### config.mk
export PLATFORM = sky130hd
export DESIGN_NAME = id_ex_stage
export DESIGN_NICKNAME = d
export VERILOG_FILES = /design/src/rtl/id_ex_stage_pkg.sv /design/src/rtl/id_ex_stage_hazard_detect.sv /design/src/rtl/id_ex_stage.sv
export SDC_FILE = /design/constraint.sdc
export NUM_CORES = 1
export LEC_CHECK = 0
export BUFFER_PORTS_ARGS = -buffer_cell sky130_fd_sc_hd__buf_4
export CAP_MARGIN = 25
export CORE_MARGIN = 2
export CORE_UTILIZATION = 26
export CTS_BUF_LIST = sky130_fd_sc_hd__clkbuf_4 sky130_fd_sc_hd__clkbuf_8
export CTS_CLUSTER_DIAMETER = 60
export DETAILED_ROUTE_END_ITERATION = 10
export HOLD_SLACK_MARGIN = 0.05
export PLACE_DENSITY_LB_ADDON = 0.1
export SLEW_MARGIN = 15
export SYNTH_ARGS = -nofsm -noshare
export SYNTH_HDL_FRONTEND = slang
export SYNTH_SLANG_ARGS = --single-unit
### constraint.sdc
create_clock -name clk -period 2.7 [get_ports clk]
set_input_delay 0.54 -clock clk [delete_from_list [all_inputs] [get_ports clk]]
set_output_delay 0.54 -clock clk [all_outputs]
set_load 0.02 [all_outputs]
### src/rtl/id_ex_stage_pkg.sv
// Shared encodings for the ID/EX boundary: decoder control bundle layout,
// "no-op" encodings and the all-zero bubble value.
package id_ex_stage_pkg;

   localparam logic [2:0] NOREGWRITE  = 3'd0;
   localparam logic [2:0] REGWRITE_W  = 3'd1;
   localparam logic [2:0] REGWRITE_LW = 3'd2;
   localparam logic [2:0] NOBRANCH    = 3'd0;

   localparam logic [3:0] ALU_ADD  = 4'd0;
   localparam logic [3:0] ALU_SUB  = 4'd1;
   localparam logic [3:0] ALU_AND  = 4'd2;
   localparam logic [3:0] ALU_OR   = 4'd3;
   localparam logic [3:0] ALU_XOR  = 4'd4;
   localparam logic [3:0] ALU_SLL  = 4'd5;
   localparam logic [3:0] ALU_SRL  = 4'd6;
   localparam logic [3:0] ALU_SRA  = 4'd7;
   localparam logic [3:0] ALU_SLT  = 4'd8;
   localparam logic [3:0] ALU_SLTU = 4'd9;

   localparam logic       ALUSRC1_RS1  = 1'b0;
   localparam logic       ALUSRC1_PC   = 1'b1;
   localparam logic [1:0] ALUSRC2_RS2  = 2'd0;
   localparam logic [1:0] ALUSRC2_IMM  = 2'd1;
   localparam logic [1:0] ALUSRC2_FOUR = 2'd2;

   typedef struct packed {
      logic       jal;
      logic       jalr;
      logic       memtoreg;
      logic       loadnpc;
      logic       alusrc1;
      logic [2:0] regwrite;
      logic [3:0] memwrite;
      logic [1:0] regread;
      logic [2:0] branchtype;
      logic [3:0] aluctrl;
      logic [1:0] alusrc2;
   } ctrl_t;

   // Every control field zero: no write, no branch, no memory access.
   localparam ctrl_t BUBBLE_CTRL = '0;

endpackage

### src/rtl/id_ex_stage_hazard_detect.sv
// Pure combinational load-use comparator between the EX-stage load and the
// ID-stage source operands; shared with the forwarding unit.
module hazard_detect
   import id_ex_stage_pkg::*;
(
   input  logic       ex_valid,
   input  logic       ex_memtoreg,
   input  logic [2:0] ex_regwrite,
   input  logic [4:0] ex_rd,
   input  logic       id_valid,
   input  logic [1:0] id_regread,
   input  logic [4:0] id_rs1,
   input  logic [4:0] id_rs2,
   output logic       hazard
);

   logic ex_is_load;
   logic rs1_hit;
   logic rs2_hit;

   // x0 is never a real destination, so a load to x0 cannot create a hazard.
   assign ex_is_load = ex_valid & ex_memtoreg & (ex_regwrite != NOREGWRITE) & (ex_rd != 5'd0);
   assign rs1_hit    = id_regread[1] & (id_rs1 == ex_rd);
   assign rs2_hit    = id_regread[0] & (id_rs2 == ex_rd);
   assign hazard     = ex_is_load & id_valid & (rs1_hit | rs2_hit);

endmodule

### src/rtl/id_ex_stage.sv
// ID->EX pipeline register with load-use bubble insertion, flush/stall
// handling and a saturating count of inserted bubbles.
module id_ex_stage
   import id_ex_stage_pkg::*;
#(
   parameter int XLEN  = 32,
   parameter int CNT_W = 16
) (
   input  logic             clk,
   input  logic             rst_n,
   input  logic             ex_stall,
   input  logic             ex_flush,
   input  logic             id_valid,
   input  logic [XLEN-1:0]  id_pc,
   input  logic [XLEN-1:0]  id_rd1,
   input  logic [XLEN-1:0]  id_rd2,
   input  logic [XLEN-1:0]  id_imm,
   input  logic [4:0]       id_rs1,
   input  logic [4:0]       id_rs2,
   input  logic [4:0]       id_rd,
   input  logic             id_jal,
   input  logic             id_jalr,
   input  logic             id_memtoreg,
   input  logic             id_loadnpc,
   input  logic             id_alusrc1,
   input  logic [2:0]       id_regwrite,
   input  logic [3:0]       id_memwrite,
   input  logic [1:0]       id_regread,
   input  logic [2:0]       id_branchtype,
   input  logic [3:0]       id_aluctrl,
   input  logic [1:0]       id_alusrc2,
   output logic             ex_valid,
   output logic [XLEN-1:0]  ex_pc,
   output logic [XLEN-1:0]  ex_rd1,
   output logic [XLEN-1:0]  ex_rd2,
   output logic [XLEN-1:0]  ex_imm,
   output logic [4:0]       ex_rs1,
   output logic [4:0]       ex_rs2,
   output logic [4:0]       ex_rd,
   output logic             ex_jal,
   output logic             ex_jalr,
   output logic             ex_memtoreg,
   output logic             ex_loadnpc,
   output logic             ex_alusrc1,
   output logic [2:0]       ex_regwrite,
   output logic [3:0]       ex_memwrite,
   output logic [1:0]       ex_regread,
   output logic [2:0]       ex_branchtype,
   output logic [3:0]       ex_aluctrl,
   output logic [1:0]       ex_alusrc2,
   output logic             loaduse_stall,
   output logic [CNT_W-1:0] bubble_cnt
);

   ctrl_t id_ctrl;
   ctrl_t ex_ctrl;
   logic  hazard;
   logic  do_hold;
   logic  do_bubble;
   logic  do_capture;

   assign id_ctrl = '{jal: id_jal, jalr: id_jalr, memtoreg: id_memtoreg, loadnpc: id_loadnpc,
                      alusrc1: id_alusrc1, regwrite: id_regwrite, memwrite: id_memwrite,
                      regread: id_regread, branchtype: id_branchtype, aluctrl: id_aluctrl,
                      alusrc2: id_alusrc2};

   hazard_detect u_hazard_detect (
      .ex_valid    (ex_valid),
      .ex_memtoreg (ex_ctrl.memtoreg),
      .ex_regwrite (ex_ctrl.regwrite),
      .ex_rd       (ex_rd),
      .id_valid    (id_valid),
      .id_regread  (id_regread),
      .id_rs1      (id_rs1),
      .id_rs2      (id_rs2),
      .hazard      (hazard)
   );

   // Handshake: id_valid marks a real instruction; it advances into EX on an
   // edge where ex_stall=0 and loaduse_stall=0. ex_flush overrides everything.
   assign loaduse_stall = hazard & ~ex_flush;

   always_comb begin
      do_hold    = 1'b0;
      do_bubble  = 1'b0;
      do_capture = 1'b0;
      if (ex_flush)           do_bubble  = 1'b1;
      else if (ex_stall)      do_hold    = 1'b1;
      else if (loaduse_stall) do_bubble  = 1'b1;
      else                    do_capture = id_valid;
   end

   always_ff @(posedge clk or negedge rst_n) begin
      if (!rst_n) begin
         ex_valid <= 1'b0;
         ex_ctrl  <= BUBBLE_CTRL;
         ex_pc    <= '0;
         ex_rd1   <= '0;
         ex_rd2   <= '0;
         ex_imm   <= '0;
         ex_rs1   <= '0;
         ex_rs2   <= '0;
         ex_rd    <= '0;
      end else if (do_capture) begin
         ex_valid <= 1'b1;
         ex_ctrl  <= id_ctrl;
         ex_pc    <= id_pc;
         ex_rd1   <= id_rd1;
         ex_rd2   <= id_rd2;
         ex_imm   <= id_imm;
         ex_rs1   <= id_rs1;
         ex_rs2   <= id_rs2;
         ex_rd    <= id_rd;
      end else if (!do_hold) begin
         // Bubble, either requested or from an empty ID slot.
         ex_valid <= 1'b0;
         ex_ctrl  <= BUBBLE_CTRL;
         ex_pc    <= '0;
         ex_rd1   <= '0;
         ex_rd2   <= '0;
         ex_imm   <= '0;
         ex_rs1   <= '0;
         ex_rs2   <= '0;
         ex_rd    <= '0;
      end
   end

   always_ff @(posedge clk or negedge rst_n) begin
      if (!rst_n)
         bubble_cnt <= '0;
      else if (do_bubble && (bubble_cnt != {CNT_W{1'b1}}))
         bubble_cnt <= bubble_cnt + CNT_W'(1);
   end

   assign ex_jal        = ex_ctrl.jal;
   assign ex_jalr       = ex_ctrl.jalr;
   assign ex_memtoreg   = ex_ctrl.memtoreg;
   assign ex_loadnpc    = ex_ctrl.loadnpc;
   assign ex_alusrc1    = ex_ctrl.alusrc1;
   assign ex_regwrite   = ex_ctrl.regwrite;
   assign ex_memwrite   = ex_ctrl.memwrite;
   assign ex_regread    = ex_ctrl.regread;
   assign ex_branchtype = ex_ctrl.branchtype;
   assign ex_aluctrl    = ex_ctrl.aluctrl;
   assign ex_alusrc2    = ex_ctrl.alusrc2;

endmodule

=== Yosys cells after proc, flatten, opt, wreduce, memory -nomap -nowiden ===
Cells that the tools add are included.

* Logic and storage cells: 59
* Output and inout bits: 184
* Register bits: 183
* Input port bits: 171

* Equality and inequality tests: 4
* Bitwise gates (word level): 10
* Mux-type cells: 21
* $add $sub $neg: 1
* Reduce and logical (&&, ||, !) cells: 3

{| class="wikitable"
|+ Operators by type and width
! operator !! count
|-
| $mux W32 || 5
|-
| $mux W23 || 2
|-
| $mux W5 || 4
|-
| $add A16 B1 Y16 const B || 1
|-
| $ne A16 B16 Y1 const B || 1
|-
| $eq A5 B5 Y1 || 2
|-
| $mux W1 || 10
|-
| $and A1 B1 Y1 || 8
|-
| $reduce_bool A5 Y1 || 1
|-
| $reduce_bool A3 Y1 || 1
|-
| $ne A2 B1 Y1 const B || 1
|-
| $logic_and A1 B1 Y1 || 1
|-
| $not A1 Y1 || 1
|-
| $or A1 B1 Y1 || 1
|}

=== Logic depth before layout (Yosys ltp) ===
* Word-level depth: 10
* Mapped depth: 8
* Mapped depth without buffers: 6

=== By module ===
A second synthesis with hierarchy kept.

* Cells, all modules: 469
* Area total of the unflattened synthesis: 6,851.6 um2

{| class="wikitable"
|+ Modules (own cells, without submodules)
! module !! instances !! seq. area each (um2) !! area each (um2) !! cells each
|-
| id_ex_stage || 1 || 4,579.4 || 6,698.9 || 450
|-
| hazard_detect || 1 || 0.0 || 152.6 || 19
|}

=== Worst setup path before layout ===
Ideal clock, no wire load.

* Kind: reg2reg
* From: register ex_rd[0]
* To: register ex_rd1[0]
* Setup time: 0.121 ns
* Stages on the path, launching flop included: 9
* Path buffers: 2
* Required time: 2.579 ns
* Path slack: 0.405 ns
* Period minus slack after synthesis: 2.295 ns
* Arrival time: 2.174 ns
* Path through: dfrtp_1 -> xnor2_1 -> nand4_1 -> o22ai_1 -> nor4b_2 -> nor4b_4 -> buf_2 -> buf_2 -> a22o_1

* Word-level cells in the longest chain between the ends: 9
* Elaborated cells between the ends (all ways): 15
* Classes of those cells: 3 x eq/ne; 4 x mux; 7 x bitwise; 1 x reduce/logical

{| class="wikitable"
|+ Ends and longest elaborated chain
! item !! line !! text
|-
| start, declared || id_ex_stage.sv:39 || <nowiki>output logic [4:0] ex_rd,</nowiki>
|-
| start signal, assigned || id_ex_stage.sv:113 || <nowiki>ex_rd <= id_rd;</nowiki>
|-
| $eq A5 B5 Y1 (tied with other cells) || id_ex_stage_hazard_detect.sv:23 || <nowiki>assign rs1_hit = id_regread[1] & (id_rs1 == ex_rd);</nowiki>
|-
| $and A1 B1 Y1, on equally long branches || id_ex_stage_hazard_detect.sv:23, id_ex_stage_hazard_detect.sv:22, id_ex_stage_hazard_detect.sv:24 ||
|-
| $or A1 B1 Y1 / $and A1 B1 Y1 (equally long branches) || id_ex_stage_hazard_detect.sv:25 || <nowiki>assign hazard = ex_is_load & id_valid & (rs1_hit | rs2_hit);</nowiki>
|-
| $and A1 B1 Y1 (*) || id_ex_stage_hazard_detect.sv:25 ||
|-
| $and A1 B1 Y1 (*) || id_ex_stage.sv:81 || <nowiki>assign loaduse_stall = hazard & ~ex_flush;</nowiki>
|-
| net loaduse_stall || id_ex_stage.sv:51 || <nowiki>output logic loaduse_stall,</nowiki>
|-
| $mux W1 (*) || id_ex_stage.sv:89 || <nowiki>else if (loaduse_stall) do_bubble = 1'b1;</nowiki>
|-
| $mux W1 (*) || id_ex_stage.sv:88 || <nowiki>else if (ex_stall) do_hold = 1'b1;</nowiki>
|-
| $mux W1 (*) || id_ex_stage.sv:87 || <nowiki>if (ex_flush) do_bubble = 1'b1;</nowiki>
|-
| $ne A2 B1 Y1 (no line) / $mux W32 (equally long branches) || - ||
|-
| end signal, assigned || id_ex_stage.sv:108 || <nowiki>ex_rd1 <= id_rd1;</nowiki>
|-
| end, declared || id_ex_stage.sv:34 || <nowiki>output logic [XLEN-1:0] ex_rd1,</nowiki>
|}

Mark *: on every way through the listed nets, which the timed path passes. The rest lies on a longest branch.
A chain may end at the register's enable or synchronous reset.

=== Worst setup path after layout ===
* From: register ex_rd[0]
* To: output loaduse_stall

* Word-level cells in the longest chain between the ends: 5
* Elaborated cells between the ends (all ways): 10
* Classes of those cells: 2 x eq/ne; 7 x bitwise; 1 x reduce/logical

{| class="wikitable"
|+ Ends and longest elaborated chain
! item !! line
|-
| $eq A5 B5 Y1 (tied with other cells) || id_ex_stage_hazard_detect.sv:23
|-
| $and A1 B1 Y1, on equally long branches || id_ex_stage_hazard_detect.sv:23, id_ex_stage_hazard_detect.sv:22, id_ex_stage_hazard_detect.sv:24
|-
| $or A1 B1 Y1 / $and A1 B1 Y1 (equally long branches) || id_ex_stage_hazard_detect.sv:25
|-
| $and A1 B1 Y1 (*) || id_ex_stage_hazard_detect.sv:25
|-
| $and A1 B1 Y1 (*) || id_ex_stage.sv:81
|-
| end, declared || id_ex_stage.sv:51
|}

Every way passes the cells marked *; elsewhere a longest branch is shown, timed or not.

==> metrics.md <==
| Metric | Value |
|---|---|
| Cts-stage hold buffer count | `0` |
| Status | `complete, no violations` |
| Number of max-cap violations | `0` |
| WHS | `~74 ps` |
| Flop-to-flop setup slack | `about 140 ps` |
| Worst-path clk slew | `90 ps` |
| R2R depth | `8` |
| Vias in the first global route | `between 5000 and 6000` |
| DR pass1 iterations | `4` |
| Area after DPL | `between 9000 and 10000 sq um` |
| Top-count cell post-synth | `dfrtp_1` |
| Worst-Margin Slew | `around 600 ps` |
| Total global-route track usage | `between 10% and 20%` |
| Initial antenna violation count | `0` |
| Total die area | `27200 sq um` |
| WL final | `about 22000 um` |
| Mapped Cells | `467` |
| Maximum VDD drop | `0.269 mV` |
| Critical path cell sequence | `or4_1 > nor2_1 > nor4b_4 > buf_4` |
| Prevailing post-synth register cell | `dfrtp_1` |
| Setup WS post-layout | `between 100 and 150 ps` |
| Final max-slew violation count | `0` |
| Clock Skews | `around 19 ps` |
| Nature of the critical path endpoint | `primary output` |
| Port Buffers | `354` |
| Routed vias | `roughly 5500` |
| Cell Rows | `between 50 and 60` |
| Die width | `~170 um` |
| Total negative slack | `0 ps` |
| Top delay family on crit path | `simple AND/OR/NAND/NOR gates` |
| Largest net degree at the start of global routing | `between 80 and 90` |
| GRT overflow | `0` |
| Critical R2R Launch | `ex_rd[0]$_DFFE_PN0P_` |
| Hold WC Path Type | `in -> async` |
| First-pass GRT wire length | `31700 um` |
| Die span in y | `between 150 and 200 um` |
| Hold Vio Cnt, Final | `0` |
| Layout cells sized above 1 | `between 40% and 50%` |
| Final setup vio count | `0` |
| Synth area leaders | `dfrtp_1 68%, a22o_1 22%, xor2_1 1.9%` |
| Worst Path Buf+Inv | `1` |
| Antenna diodes | `0` |
| Syn Nets | `roughly 640` |
| Worst skew pair latency | `~460 ps` |
| DRC | `0` |
| Leading area contributor after synthesis | `dfrtp_1` |
| Post-synth top cells | `183 x dfrtp_1, 166 x a22o_1, 24 x clkbuf_1, 16 x buf_2, 15 x xor2_1` |
| Number of synthesized flops with an enable pin | `0` |
| Reg2reg end | `ex_branchtype[2]$_DFFE_PN0P_` |
| Critical-path top delay cell | `or4_1` |
| Final period util | `a little over nine tenths` |
| CP Max Fanout | `5` |
| Sequential area share after synthesis | `between 60% and 70%` |
| CP required | `2160 ps` |
| Reg area | `between 4000 and 5000 sq um` |
| Number of fill cells in the layout | `around 2400` |
| Antenna Violating Nets Remaining | `0` |
| Final Critical Period | `2560 ps` |
| Initial Utilization | `between 20% and 30%` |
| Ys Warns | `0` |
| # nets final | `984` |
| Pwr Density | `approximately 600 nW/um^2` |
| # IOs | `~360` |
| Startpoint Class | `flip-flop` |
| Ys async rst share | `100%` |
| RSZ-0062 raised after global routing | `yes` |
| Max Freq | `between 300 and 400 MHz` |
| Cell area after layout | `about 10000 sq um` |
| Mapped Area | `~6700 sq um` |
| CTS tree | `done` |
| Synthesized flop and latch total | `about 180` |
| CTS Buffer Depth | `2` |
| Static leakage | `5.35 nW` |
| Crit path kind | `reg -> out` |
| Post-DP HPWL | `15200 um` |
| Vias per std cell | `around 4.8` |
| GPL Wtd Cong | `approximately 0.74` |
| CP peak stage delay | `just under 600 ps` |
| Routed length per instance | `~19 um` |
| Worst slack at placement | `285 ps` |
| CP arrival | `between 2000 and 2500 ps` |
| Clk sinks | `between 150 and 200` |
| # H-tree levels | `4` |
| Count of different cell masters after synthesis | `25` |
| Iteration-0 DRC Markers | `279` |
| Area of the multi-input gates | `2020 sq um` |
| Root buf cell | `clkbuf_8` |
| Core area | `roughly 25000 sq um` |
| Rel. slew slack | `between 60% and 70%` |
| Area grow syn2layout | `52.8%` |
| Mapped Avg Cell Area | `roughly 14 sq um` |
| CTS Buf Count | `17` |
| Share of the synthesized area in the top cell type | `between 60% and 70%` |
## stage by stage
stage,std cells,total power [mW],utilization [%]
final,1153,6.29,40.7
after global routing,1153,6.60,40.7
after CTS,1149,6.39,40.4
after detailed placement,1119,4.28,38.7
after global placement,1119,4.26,38.7
after floorplan,467,3.59,-
## report_power, final
part	internal [mW]	total (mW)	switching, mW
registers	2.91	3.09	0.179
clock network	1.04	2.08	1.03
logic	0.535	1.12	0.586
## logic make-up (layout without fill, tap and decap cells)
kind of cell | after synthesis | in the layout | synth area share, %
flops | 183 | 183 | 67.9
compound gates | 169 | 169 | 21.8
simple gates | 48 | 48 | 4.12
buf+inv | 40 | 396 | 2.52
xor+xnor | 25 | 25 | 3.25
fa+ha+maj | 1 | 1 | 0.186
mux | 1 | 1 | 0.167
## layer usage
layer / global-route usage (%) / vias to the layer above / routed length [um] / share of wire (%)
li1: - / 2464 / - / -
met3: 5.05 / 27 / 2040 / 9.2
met1: 19.1 / 2776 / 9010 / 41
met2: 24.3 / 239 / 10500 / 48
met4: 5.49 / 0 / 505 / 2.3
met5: 0 / - / 0 / 0
## flip-flops by register name, summed over array words and instances, names as in the netlist, 2 cells and up
name,count
ex_branchtype,3
ex_pc,32
ex_regwrite,3
bubble_cnt,16
ex_alusrc2,2
ex_rs2,5
ex_aluctrl,4
ex_imm,32
ex_rs1,5
ex_memwrite,4
ex_rd,5
ex_rd2,32
ex_rd1,32
ex_regread,2
## what timing repair did
| item | 4_1_cts | 5_1_grt |
|---|---|---|
| endpoints found under the setup margin | 1 | 1 |
| pin swaps | 0 | 1 |
| setup buffers | 0 | 2 |
| resized for setup | 1 | 7 |
| cloned | 0 | 2 |
## area by class of cell
cell class / instances / share of cell area, %
multi-input cells: 244 / 19.6
flip-flops and latches: 183 / 44.5
clock buffers: 18 / 2.40
repair buffers: 366 / 27.7
clock inverters: 12 / 1.86
well taps: 330 / 4.01
## how the worst max path moves through the flow
stage | endpoint | startpoint | cells after the start
after floorplan | ex_rd1[0]$_DFFE_PN0P_ | ex_rd[0]$_DFFE_PN0P_ | 8
after global placement | loaduse_stall | id_rs2[4] | 6
after detailed placement | loaduse_stall | id_rs2[4] | 6
after CTS | loaduse_stall | ex_rd[4]$_DFFE_PN0P_ | 5
after global routing | ex_rs1[1]$_DFFE_PN0P_ | ex_rd[0]$_DFFE_PN0P_ | 8
final | loaduse_stall | ex_rd[0]$_DFFE_PN0P_ | 4
## layout by cell type, fill, tap and decap left out, types with 2 or more instances in the layout
master,count
a22o_1,166
and3_1,2
buf_12,4
buf_4,357
buf_8,2
bufinv_16,4
clkbuf_16,2
clkbuf_8,19
clkinvlp_4,3
dfrtp_1,183
inv_6,2
inv_8,2
nand2_1,9
nand3_1,7
nand4_1,3
nor2_1,5
nor3_1,10
nor4_1,5
nor4b_4,2
xnor2_1,10
xor2_1,15
No activity file was read; power rests on OpenSTA's default activity.
